==> src/rtl/hsk_i2c_pkg.sv <==
// Shared I2C command encoding, arbiter state encoding and small helpers
// used by the byte master, the packet engine and the bus arbiter.
package hsk_i2c_pkg;

  localparam int STA   = 0;
  localparam int STO   = 1;
  localparam int WR    = 2;
  localparam int RD    = 3;
  localparam int ACK   = 4;
  localparam int CMD_W = 5;

  typedef struct packed {
    logic ack;
    logic rd;
    logic wr;
    logic sto;
    logic sta;
  } cmd_t;

  typedef enum logic [2:0] {
    ST_IDLE  = 3'd0,
    ST_ISSUE = 3'd1,
    ST_WAIT  = 3'd2,
    ST_HOLD  = 3'd3,
    ST_FSTOP = 3'd4,
    ST_FWAIT = 3'd5
  } state_e;

  localparam cmd_t CMD_FORCE_STOP = '{ack: 1'b0, rd: 1'b0, wr: 1'b0, sto: 1'b1, sta: 1'b0};

  function automatic logic [1:0] req_onehot(input logic idx);
    return idx ? 2'b10 : 2'b01;
  endfunction

endpackage

==> src/rtl/hsk_i2c_watchdog.sv <==
// Saturating hold-time counter; o_expire is high once TIMEOUT_CYCLES enabled
// cycles have elapsed since the last clear. Single-cycle clear, never wraps.
module hsk_i2c_watchdog
  import hsk_i2c_pkg::*;
#(
  parameter int TIMEOUT_CYCLES = 80000
) (
  input  logic i_clk,
  input  logic i_rst,
  input  logic i_clr,
  input  logic i_en,
  output logic o_expire
);

  localparam int            CW    = $clog2(TIMEOUT_CYCLES + 1);
  localparam logic [CW-1:0] LIMIT = CW'(TIMEOUT_CYCLES);

  logic [CW-1:0] r_cnt;

  always_ff @(posedge i_clk) begin
    if (i_rst) begin
      r_cnt <= '0;
    end else if (i_clr) begin
      r_cnt <= '0;
    end else if (i_en && (r_cnt != LIMIT)) begin
      r_cnt <= r_cnt + CW'(1);
    end
  end

  assign o_expire = (r_cnt == LIMIT);

endmodule

==> src/rtl/hsk_i2c_arbiter.sv <==
// Two-way owner arbiter for the shared I2C byte master; grant visible one cycle after request,
// ownership lasts START..STOP, non-owners see no ready, stalled owners get a forced STOP.
module hsk_i2c_arbiter #(
  parameter int TIMEOUT_CYCLES = 80000
) (
  input  logic        wb_clk_i,
  input  logic        wb_rst_i,
  input  logic [1:0]  req_valid_i,
  input  logic [9:0]  req_cmd_i,
  input  logic [15:0] req_dat_i,
  output logic [1:0]  req_ready_o,
  output logic [1:0]  rsp_valid_o,
  output logic [7:0]  rsp_dat_o,
  output logic        rsp_nack_o,
  output logic        rsp_err_o,
  output logic        m_valid_o,
  output logic [4:0]  m_cmd_o,
  output logic [7:0]  m_dat_o,
  input  logic        m_ready_i,
  input  logic        m_done_i,
  input  logic [7:0]  m_dat_i,
  input  logic        m_nack_i,
  input  logic        m_al_i,
  input  logic        i2c_rdy_i,
  output logic        busy_o,
  output logic        owner_o
);

  import hsk_i2c_pkg::*;

  localparam logic [2:0] S_IDLE  = ST_IDLE;
  localparam logic [2:0] S_ISSUE = ST_ISSUE;
  localparam logic [2:0] S_WAIT  = ST_WAIT;
  localparam logic [2:0] S_HOLD  = ST_HOLD;
  localparam logic [2:0] S_FSTOP = ST_FSTOP;
  localparam logic [2:0] S_FWAIT = ST_FWAIT;

  logic [2:0]  r_state;
  logic        r_owner;
  logic        r_last;
  logic [1:0]  r_req_ready;
  logic [1:0]  r_rsp_valid;
  logic [7:0]  r_rsp_dat;
  logic        r_rsp_nack;
  logic        r_rsp_err;
  logic        r_m_valid;
  cmd_t        r_m_cmd;
  logic [7:0]  r_m_dat;
  logic        r_busy;

  logic [CMD_W-1:0] w_cmd [2];
  logic [7:0]       w_dat [2];
  logic             w_winner;
  logic             w_grant;
  logic             w_hold_acc;
  logic             w_wd_clr;
  logic             w_wd_en;
  logic             w_wd_expire;

  assign w_cmd[0] = req_cmd_i[4:0];
  assign w_cmd[1] = req_cmd_i[9:5];
  assign w_dat[0] = req_dat_i[7:0];
  assign w_dat[1] = req_dat_i[15:8];

  // On a tie the requester not served last wins.
  assign w_winner = (&req_valid_i) ? ~r_last : req_valid_i[1];

  // A ready pulse still on the wire means the requester has not yet dropped
  // valid for the command just consumed, so it must not be granted again.
  assign w_grant    = (r_state == S_IDLE) && i2c_rdy_i && (|req_valid_i) && (r_req_ready == 2'b00);
  assign w_hold_acc = (r_state == S_HOLD) && req_valid_i[r_owner];

  assign w_wd_clr = (r_state != S_HOLD) || w_hold_acc;
  assign w_wd_en  = (r_state == S_HOLD) && !w_hold_acc;

  hsk_i2c_watchdog #(
    .TIMEOUT_CYCLES(TIMEOUT_CYCLES)
  ) u_watchdog (
    .i_clk    (wb_clk_i),
    .i_rst    (wb_rst_i),
    .i_clr    (w_wd_clr),
    .i_en     (w_wd_en),
    .o_expire (w_wd_expire)
  );

  always_ff @(posedge wb_clk_i) begin
    if (wb_rst_i) begin
      r_state     <= S_IDLE;
      r_owner     <= 1'b0;
      r_last      <= 1'b1;
      r_req_ready <= 2'b00;
      r_rsp_valid <= 2'b00;
      r_rsp_dat   <= 8'h00;
      r_rsp_nack  <= 1'b0;
      r_rsp_err   <= 1'b0;
      r_m_valid   <= 1'b0;
      r_m_cmd     <= '0;
      r_m_dat     <= 8'h00;
      r_busy      <= 1'b0;
    end else begin
      r_req_ready <= 2'b00;
      r_rsp_valid <= 2'b00;
      // Lagging by one state keeps busy high through the final response pulse.
      r_busy      <= (r_state != S_IDLE);

      case (r_state)
        S_IDLE: begin
          if (w_grant) begin
            r_owner     <= w_winner;
            r_req_ready <= req_onehot(w_winner);
            if (w_cmd[w_winner][STA]) begin
              r_m_cmd   <= cmd_t'(w_cmd[w_winner]);
              r_m_dat   <= w_dat[w_winner];
              r_m_valid <= 1'b1;
              r_busy    <= 1'b1;
              r_state   <= S_ISSUE;
            end else begin
              r_rsp_valid <= req_onehot(w_winner);
              r_rsp_dat   <= 8'h00;
              r_rsp_nack  <= 1'b0;
              r_rsp_err   <= 1'b1;
            end
          end
        end

        S_ISSUE: begin
          // Entered from HOLD with valid low: raise it one cycle after the accept.
          if (!r_m_valid) begin
            r_m_valid <= 1'b1;
          end else if (m_ready_i) begin
            r_m_valid <= 1'b0;
            r_state   <= S_WAIT;
          end
        end

        S_WAIT: begin
          if (m_done_i) begin
            r_rsp_valid <= req_onehot(r_owner);
            r_rsp_dat   <= m_dat_i;
            r_rsp_nack  <= m_nack_i;
            r_rsp_err   <= m_al_i;
            if (m_al_i) begin
              r_state <= S_IDLE;
            end else if (r_m_cmd.sto) begin
              r_last  <= r_owner;
              r_state <= S_IDLE;
            end else begin
              r_state <= S_HOLD;
            end
          end
        end

        S_HOLD: begin
          if (w_hold_acc) begin
            r_req_ready <= req_onehot(r_owner);
            r_m_cmd     <= cmd_t'(w_cmd[r_owner]);
            r_m_dat     <= w_dat[r_owner];
            r_state     <= S_ISSUE;
          end else if (w_wd_expire) begin
            r_m_cmd   <= CMD_FORCE_STOP;
            r_m_dat   <= 8'h00;
            r_m_valid <= 1'b1;
            r_state   <= S_FSTOP;
          end
        end

        S_FSTOP: begin
          if (m_ready_i) begin
            r_m_valid <= 1'b0;
            r_state   <= S_FWAIT;
          end
        end

        S_FWAIT: begin
          if (m_done_i) begin
            r_rsp_valid <= req_onehot(r_owner);
            r_rsp_dat   <= m_dat_i;
            r_rsp_nack  <= m_nack_i;
            r_rsp_err   <= 1'b1;
            r_last      <= r_owner;
            r_state     <= S_IDLE;
          end
        end

        default: begin
          r_m_valid <= 1'b0;
          r_state   <= S_IDLE;
        end
      endcase
    end
  end

  assign req_ready_o = r_req_ready;
  assign rsp_valid_o = r_rsp_valid;
  assign rsp_dat_o   = r_rsp_dat;
  assign rsp_nack_o  = r_rsp_nack;
  assign rsp_err_o   = r_rsp_err;
  assign m_valid_o   = r_m_valid;
  assign m_cmd_o     = r_m_cmd;
  assign m_dat_o     = r_m_dat;
  assign busy_o      = r_busy;
  assign owner_o     = r_owner;

endmodule

==> config.mk <==
export PLATFORM = sky130hd
export DESIGN_NAME = hsk_i2c_arbiter
export DESIGN_NICKNAME = d
export VERILOG_FILES = /design/src/rtl/hsk_i2c_pkg.sv /design/src/rtl/hsk_i2c_watchdog.sv /design/src/rtl/hsk_i2c_arbiter.sv
export SDC_FILE = /design/constraint.sdc
export NUM_CORES = 1
export LEC_CHECK = 0
export ABC_AREA = 1
export CORE_MARGIN = 2
export CORE_UTILIZATION = 41
export CTS_CLUSTER_DIAMETER = 30
export CTS_CLUSTER_SIZE = 20
export DETAILED_ROUTE_END_ITERATION = 8
export GPL_ROUTABILITY_DRIVEN = 0
export PLACE_DENSITY = 0.71
export SLEW_MARGIN = 10
export SYNTH_ARGS = -nofsm -noshare
export SYNTH_HDL_FRONTEND = slang
export SYNTH_SLANG_ARGS = --single-unit
==> constraint.sdc <==
create_clock -name wb_clk_i -period 1.7 [get_ports wb_clk_i]
set_input_delay 0.34 -clock wb_clk_i [delete_from_list [all_inputs] [get_ports wb_clk_i]]
set_output_delay 0.34 -clock wb_clk_i [all_outputs]
set_load 0.005 [all_outputs]
==> flow_summary.yaml, run 1 <==
global_route:
  grt_pass1_wl_um: 14790
  grt_max_degree: 22
  antenna_found_initial: 0
  grt_pass1_vias: 3375
  grt_util_all_layers: 0.2105
  grt-ovfl-total: 0
final_layout:
  antenna_cells: 0
  final_nets: 662
  final_cell_mix: "nand2_1 (138), nor2_1 (77), clkdlybuf4s50_1 (70), inv_1 (49), buf_4 (49)"
  post-route-util: 0.5939
  final_common_cell: "nand2_1"
  drive_above_1_share: 0.1715
  finalInstanceArea_um2: 4518
  syn_to_final_growth_pct: 41.83
logic_synthesis:
  synth_cell_types: 34
  synth_seq_cells: 51
  ys_seq_area_frac: 0.3205
  synthTopCellsByArea: "dfxtp_1 (32%), nand2_1 (16%), nor2_1 (9.8%)"
  netlist_area_um2: 3186
  yosysTopAreaCell: "dfxtp_1"
  synth_nets: 548
  synth_warnings: 0
  post-synth-top-area-fraction: 0.3205
  synthCells: 503
  syn_area_per_cell_um2: 6.333
worst_setup_path:
  end_kind: "register"
  worstPathMaxFanout: 5
  crit_family: "simple AND/OR/NAND/NOR gates"
  cp_common_cell: "nand2_1"
  path_cells: "inv_2 > nand3_2 > nand2_1 > nand2_1 > nand2_1 > nor2_2 > o21ai_0 > nor2_1"
  worst_ep_arrival_time_ns: 1.89
  slowest_stage: "dfxtp_1"
  cp.required_ns: 1.95
  reg2reg_from: "r_state[2]$_SDFFE_PP0P_"
  crit_path_start: "r_state[2]$_SDFFE_PP0P_"
  critPathBufInv: 1
  start_kind: "register"
  path_class: "reg -> reg"
  crit_path_max_incr_delay_ns: 0.46
floorplan:
  die_x_um: 92.15
  die_height_um: 92.15
  dieArea_um2: 8491
  initial_core_util: 0.4187
  rows: 32
  core-area_um2: 7607
  design.portCount: 73
timing:
  finalClockSkew_ns: 0.01144
  finalWorstSetupSlack_ns: 0.06067
  hold_viol: 0
  max_slew_margin: 0.7091
  finalMaxSlewViolations: 0
  holdWs_ns: 0.4858
  finalCriticalPeriod_ns: 1.639
  fin_crit_sh: 0.9643
  worst_pin_slew_ns: 0.4330
  final-setup-viol-count: 0
  max_freq_mhz: 610.0
flow_run:
  maxCapViolCount: 0
detailed_routing:
  drt_first_pass_iters: 4
  vias: 3520
  viasPerCell: 4.889
  wl_per_cell_um: 12.30
  ant_nets: 0
  drc_errors: 0
  drt_iter0_drc: 174
  drt-total-wl_um: 8858
place:
  dpl_cell_area_um2: 4277
  dp_hpwl_um: 6687
  io_buffers: 72
  dp_slack_ns: -0.3202
clocking:
  clk_latency_ns: 0.31
  cts.sinks: 51
  cts-hold-fix-buffers: 0
  clk_pin_slew_worst_paths_ns: 0.10
  numCtsBuffers: 5
  htreeDepth: 2
  cts.path.max_buffers: 2
  cts-root-buf: "clkbuf_8"
  cts_tree: "yes"
power:
  power_mw: 5.091
  p_per_area_nw_per_um2: 1127
  p_leak_nw: 1.940
  ir_worst_vdd_mv: 0.6546
hold_path:
  worstHoldStart: "u_watchdog.r_cnt[16]$_SDFFE_PP0P_"
  hp-class: "reg -> reg"
run_status:
  status: "finished, final reports clean"
[sequential cells by signal, summed over array words and instances, names as in the netlist, 2 cells and up]
name,flops
u_watchdog.r_cnt,17
rsp_valid_o,2
rsp_dat_o,8
m_dat_o,8
req_ready_o,2
m_cmd_o,5
r_state,3
[stage by stage]
step	setup TNS, ns	instances
global placement	-7.882	707
finish	0	720
detailed placement	-9.815	707
floorplan	0	503
CTS	0	715
global route	-0.04299	720
[final cells by class]
cell class / instances / area (um2)
Clock buffer: 5 / 68.82
Timing Repair Buffer: 124 / 1164
Tap cell: 102 / 127.6
Inverter: 56 / 214.0
Multi-Input combinational cell: 379 / 1893
Fill cell: 723 / 3089
Clock inverter: 3 / 23.77
Sequential cell: 51 / 1027
[kinds of logic (layout without fill, tap and decap cells)]
family          Yosys count  after routing  synth area share
compound gates           70             70            0.1249
flops                    51             51            0.3205
simple gates            297            298            0.4148
fa+ha+maj                 2              2          0.007854
xor+xnor                  9              9           0.02475
buf+inv                  74            188            0.1072
[repair_timing]
action                                 4_1_cts  5_1_grt
buffers inserted                             0        2
resized for setup                            0       25
setup endpoints to repair                    0       44
endpoints found under the hold margin        0        0
[tightest hold or removal path: cells and delay by family (launching register included)]
| kind | cells | cell delay, ns |
|---|---|---|
| compound gates | 1 | 0.05 |
| flops | 1 | 0.33 |
| simple gates | 1 | 0.06 |
[Yosys cell counts]
master / count
a211oi_2: 1
a21oi_1: 35
a21oi_2: 1
a22oi_1: 4
buf_2: 5
buf_4: 3
buf_6: 6
clkbuf_1: 4
clkinv_1: 1
clkinv_2: 1
dfxtp_1: 51
ha_1: 2
inv_1: 51
inv_2: 3
nand2_1: 140
nand2_2: 6
nand2_4: 4
nand3_1: 33
nand3_2: 3
nand3_4: 1
nand3b_1: 2
nand4_1: 13
nand4_2: 1
nor2_1: 83
nor2_2: 2
nor2_4: 3
nor3_1: 3
o211ai_1: 8
o21ai_0: 17
o21bai_1: 1
o22ai_1: 3
or2_2: 3
xnor2_1: 1
xor2_1: 8
[routing by layer]
metal  wire length [um]  part of all wire  up-vias  GRT usage
li1                   -                 -     1828          -
met1               3950              0.45     1591     0.2657
met2               4348              0.49       89     0.3634
met3                391             0.044       12    0.03451
met4                167             0.019        0    0.07214
met5                  0                 0        -          0
[power by group]
| part | leakage (nW) | total, mW | switching [mW] | internal [mW] |
|---|---|---|---|---|
| logic | 1.48 | 2.72 | 1.40 | 1.31 |
| registers | 0.419 | 1.64 | 0.174 | 1.47 |
| clock network | 0.0408 | 0.732 | 0.437 | 0.295 |
[path summary, 6_finish.rpt]
kind                                       endpoint  slack, ns  cells past startpoint
setup / recovery            rsp_nack_o$_SDFFE_PP0P_       0.06                      8
hold / removal    u_watchdog.r_cnt[16]$_SDFFE_PP0P_       0.49                      2
setup reg to reg            rsp_nack_o$_SDFFE_PP0P_       0.06                      8
hold reg to reg   u_watchdog.r_cnt[16]$_SDFFE_PP0P_       0.49                      2
Note: power is estimated with default switching activity, not from simulation.
==> run 2: changes to the inputs <==
--- a/config.mk
+++ b/config.mk
@@ -13,6 +13,7 @@
 export DETAILED_ROUTE_END_ITERATION = 8
 export GPL_ROUTABILITY_DRIVEN = 0
 export PLACE_DENSITY = 0.71
+export REMOVE_ABC_BUFFERS = 1
 export SLEW_MARGIN = 10
 export SYNTH_ARGS = -nofsm -noshare
 export SYNTH_HDL_FRONTEND = slang
==> run 2 against run 1 <==
Net effect:
- first-iteration DRC count down 24%
- clock skew fell by 0.0032 ns
- clock power is 22% higher
- combinational power shrank 7.4%
- utilization is 0.64 points lower
- global-route usage increased by 0.24 points
- cell count decreased by 0.42%
- setup slack got worse by 0.0033 ns
- critical path depth decreased by 6
- non-clock buffer count down 2
==> flow_summary.yaml, run 2 (synthesized netlist as in run 1, its figures left out) <==
flow_run:
  maxCapViolCount: 0
detailed_routing:
  drt_iter0_drc: 132
  wl_per_cell_um: 12.26
  drt-total-wl_um: 8787
  drc_errors: 0
  vias: 3510
  viasPerCell: 4.895
  drt_first_pass_iters: 4
  ant_nets: 0
hold_path:
  hp-class: "reg -> reg"
global_route:
  grt_pass1_vias: 3463
  grt_pass1_wl_um: 14990
  antenna_found_initial: 0
  grt-ovfl-total: 0
  grt_util_all_layers: 0.2129
  grt_max_degree: 22
final_layout:
  largest_register_ffs: 17
  final_cell_mix: "nand2_1 (139), nor2_1 (81), clkdlybuf4s50_1 (70), inv_1 (51), dfxtp_1 (48)"
  antenna_cells: 0
  final_common_cell: "nand2_1"
  drive_above_1_share: 0.1528
  final_nets: 659
  syn_to_final_growth_pct: 40.30
  top_register: "u_watchdog.r_cnt"
worst_setup_path:
  start_kind: "register"
  worst_ep_arrival_time_ns: 1.30
  path_class: "reg -> out"
  worstPathMaxFanout: 4
  cp.required_ns: 1.36
  end_kind: "output port"
run_status:
  status: "finished, final reports clean"
clocking:
  cts.sinks: 51
  clk_pin_slew_worst_paths_ns: 0.10
  cts_tree: "yes"
  cts-hold-fix-buffers: 0
  htreeDepth: 2
  cts-root-buf: "clkbuf_8"
  cts.path.max_buffers: 2
  numCtsBuffers: 5
  clk_latency_ns: 0.31
timing:
  finalCriticalPeriod_ns: 1.643
  finalClockSkew_ns: 0.008232
  final-setup-viol-count: 0
  max_slew_margin: 0.7233
  rsz0062_at_grt: "false"
  fin_crit_sh: 0.9662
  tns_ns: 0
  hold_viol: 0
  max_freq_mhz: 608.8
  worst_pin_slew_ns: 0.4118
  finalMaxSlewViolations: 0
  holdWs_ns: 0.4829
power:
  switching_share: 0.3762
  p_per_area_nw_per_um2: 1133
  ir_worst_vdd_mv: 0.6476
  switching_power_mw: 1.905
  cell_internal_pwr_mw: 3.159
  p_leak_nw: 1.932
  power_frac_comb: 0.498
  power.share.sequential: 0.326
  p_clk_frac: 0.176
floorplan:
  die_height_um: 92.15
  dieArea_um2: 8491
  core-area_um2: 7607
  die_x_um: 92.15
  initial_core_util: 0.4187
  rows: 32
  design.portCount: 73
place:
  dp_hpwl_um: 6843
  io_buffers: 72
-- run 2: metrics by stage --
stage / total power, mW / util / setup slack (ns) / cells / area [um2]
final: 5.065 / 0.5875 / 0.05739 / 717 / 4469
after global routing: 5.435 / 0.5875 / 0.0008840 / 717 / 4469
after floorplan: 2.987 / - / -0.1298 / 485 / 3055
after global placement: 4.101 / 0.5664 / -0.2907 / 708 / 4309
after detailed placement: 4.140 / 0.5664 / -0.3289 / 708 / 4309
after CTS: 5.039 / 0.5819 / 0.0001483 / 716 / 4427
-- run 2: worst paths after layout --
check,from,end,slack (ns),depth (start not counted)
setup / recovery,owner_o$_SDFFE_PP0P_,owner_o,0.06,2
hold reg to reg,u_watchdog.r_cnt[16]$_SDFFE_PP0P_,u_watchdog.r_cnt[16]$_SDFFE_PP0P_,0.48,2
hold / removal,u_watchdog.r_cnt[16]$_SDFFE_PP0P_,u_watchdog.r_cnt[16]$_SDFFE_PP0P_,0.48,2
setup reg to reg,u_watchdog.r_cnt[1]$_SDFFE_PP0P_,r_state[1]$_SDFFE_PP0P_,0.16,13
-- run 2: per-layer routing --
metal / track usage / part of all wire / wire length (um) / up-vias
li1: - / - / - / 1833
met1: 0.2566 / 0.46 / 4044 / 1595
met2: 0.3854 / 0.48 / 4254 / 74
met3: 0.03698 / 0.042 / 369 / 8
met4: 0.06343 / 0.014 / 119 / 0
met5: 0 / 0 / 0 / -
-- run 2: critical path, cell delays in order (launching register included) --
cell	delay, ns
dfxtp_1	0.36
buf_4	0.14
clkdlybuf4s50_1	0.50
-- run 2: what timing repair did --
item | 4_1_cts | 5_1_grt
resized for setup | 0 | 12
setup buffers | 0 | 1
endpoints found under the setup margin | 0 | 41
-- run 2: power groups by stage --
stage | clock, mW | sequential (mW) | combinational, mW
CTS | 0.905 | 1.65 | 2.49
floorplan | 0 | 1.68 | 1.31
detailed placement | 0 | 1.67 | 2.47
finish | 0.890 | 1.65 | 2.52
global placement | 0 | 1.67 | 2.43
global route | 0.944 | 1.68 | 2.81
-- run 2: final cells by class --
type	instances	area, um2
timing repair buffer	122	1139
clock inverter	2	35.03
clock buffer	6	82.58
tap	102	127.6
fill	720	3138
sequential	51	1025
multi-input combinational	378	1848
inverter	56	212.7
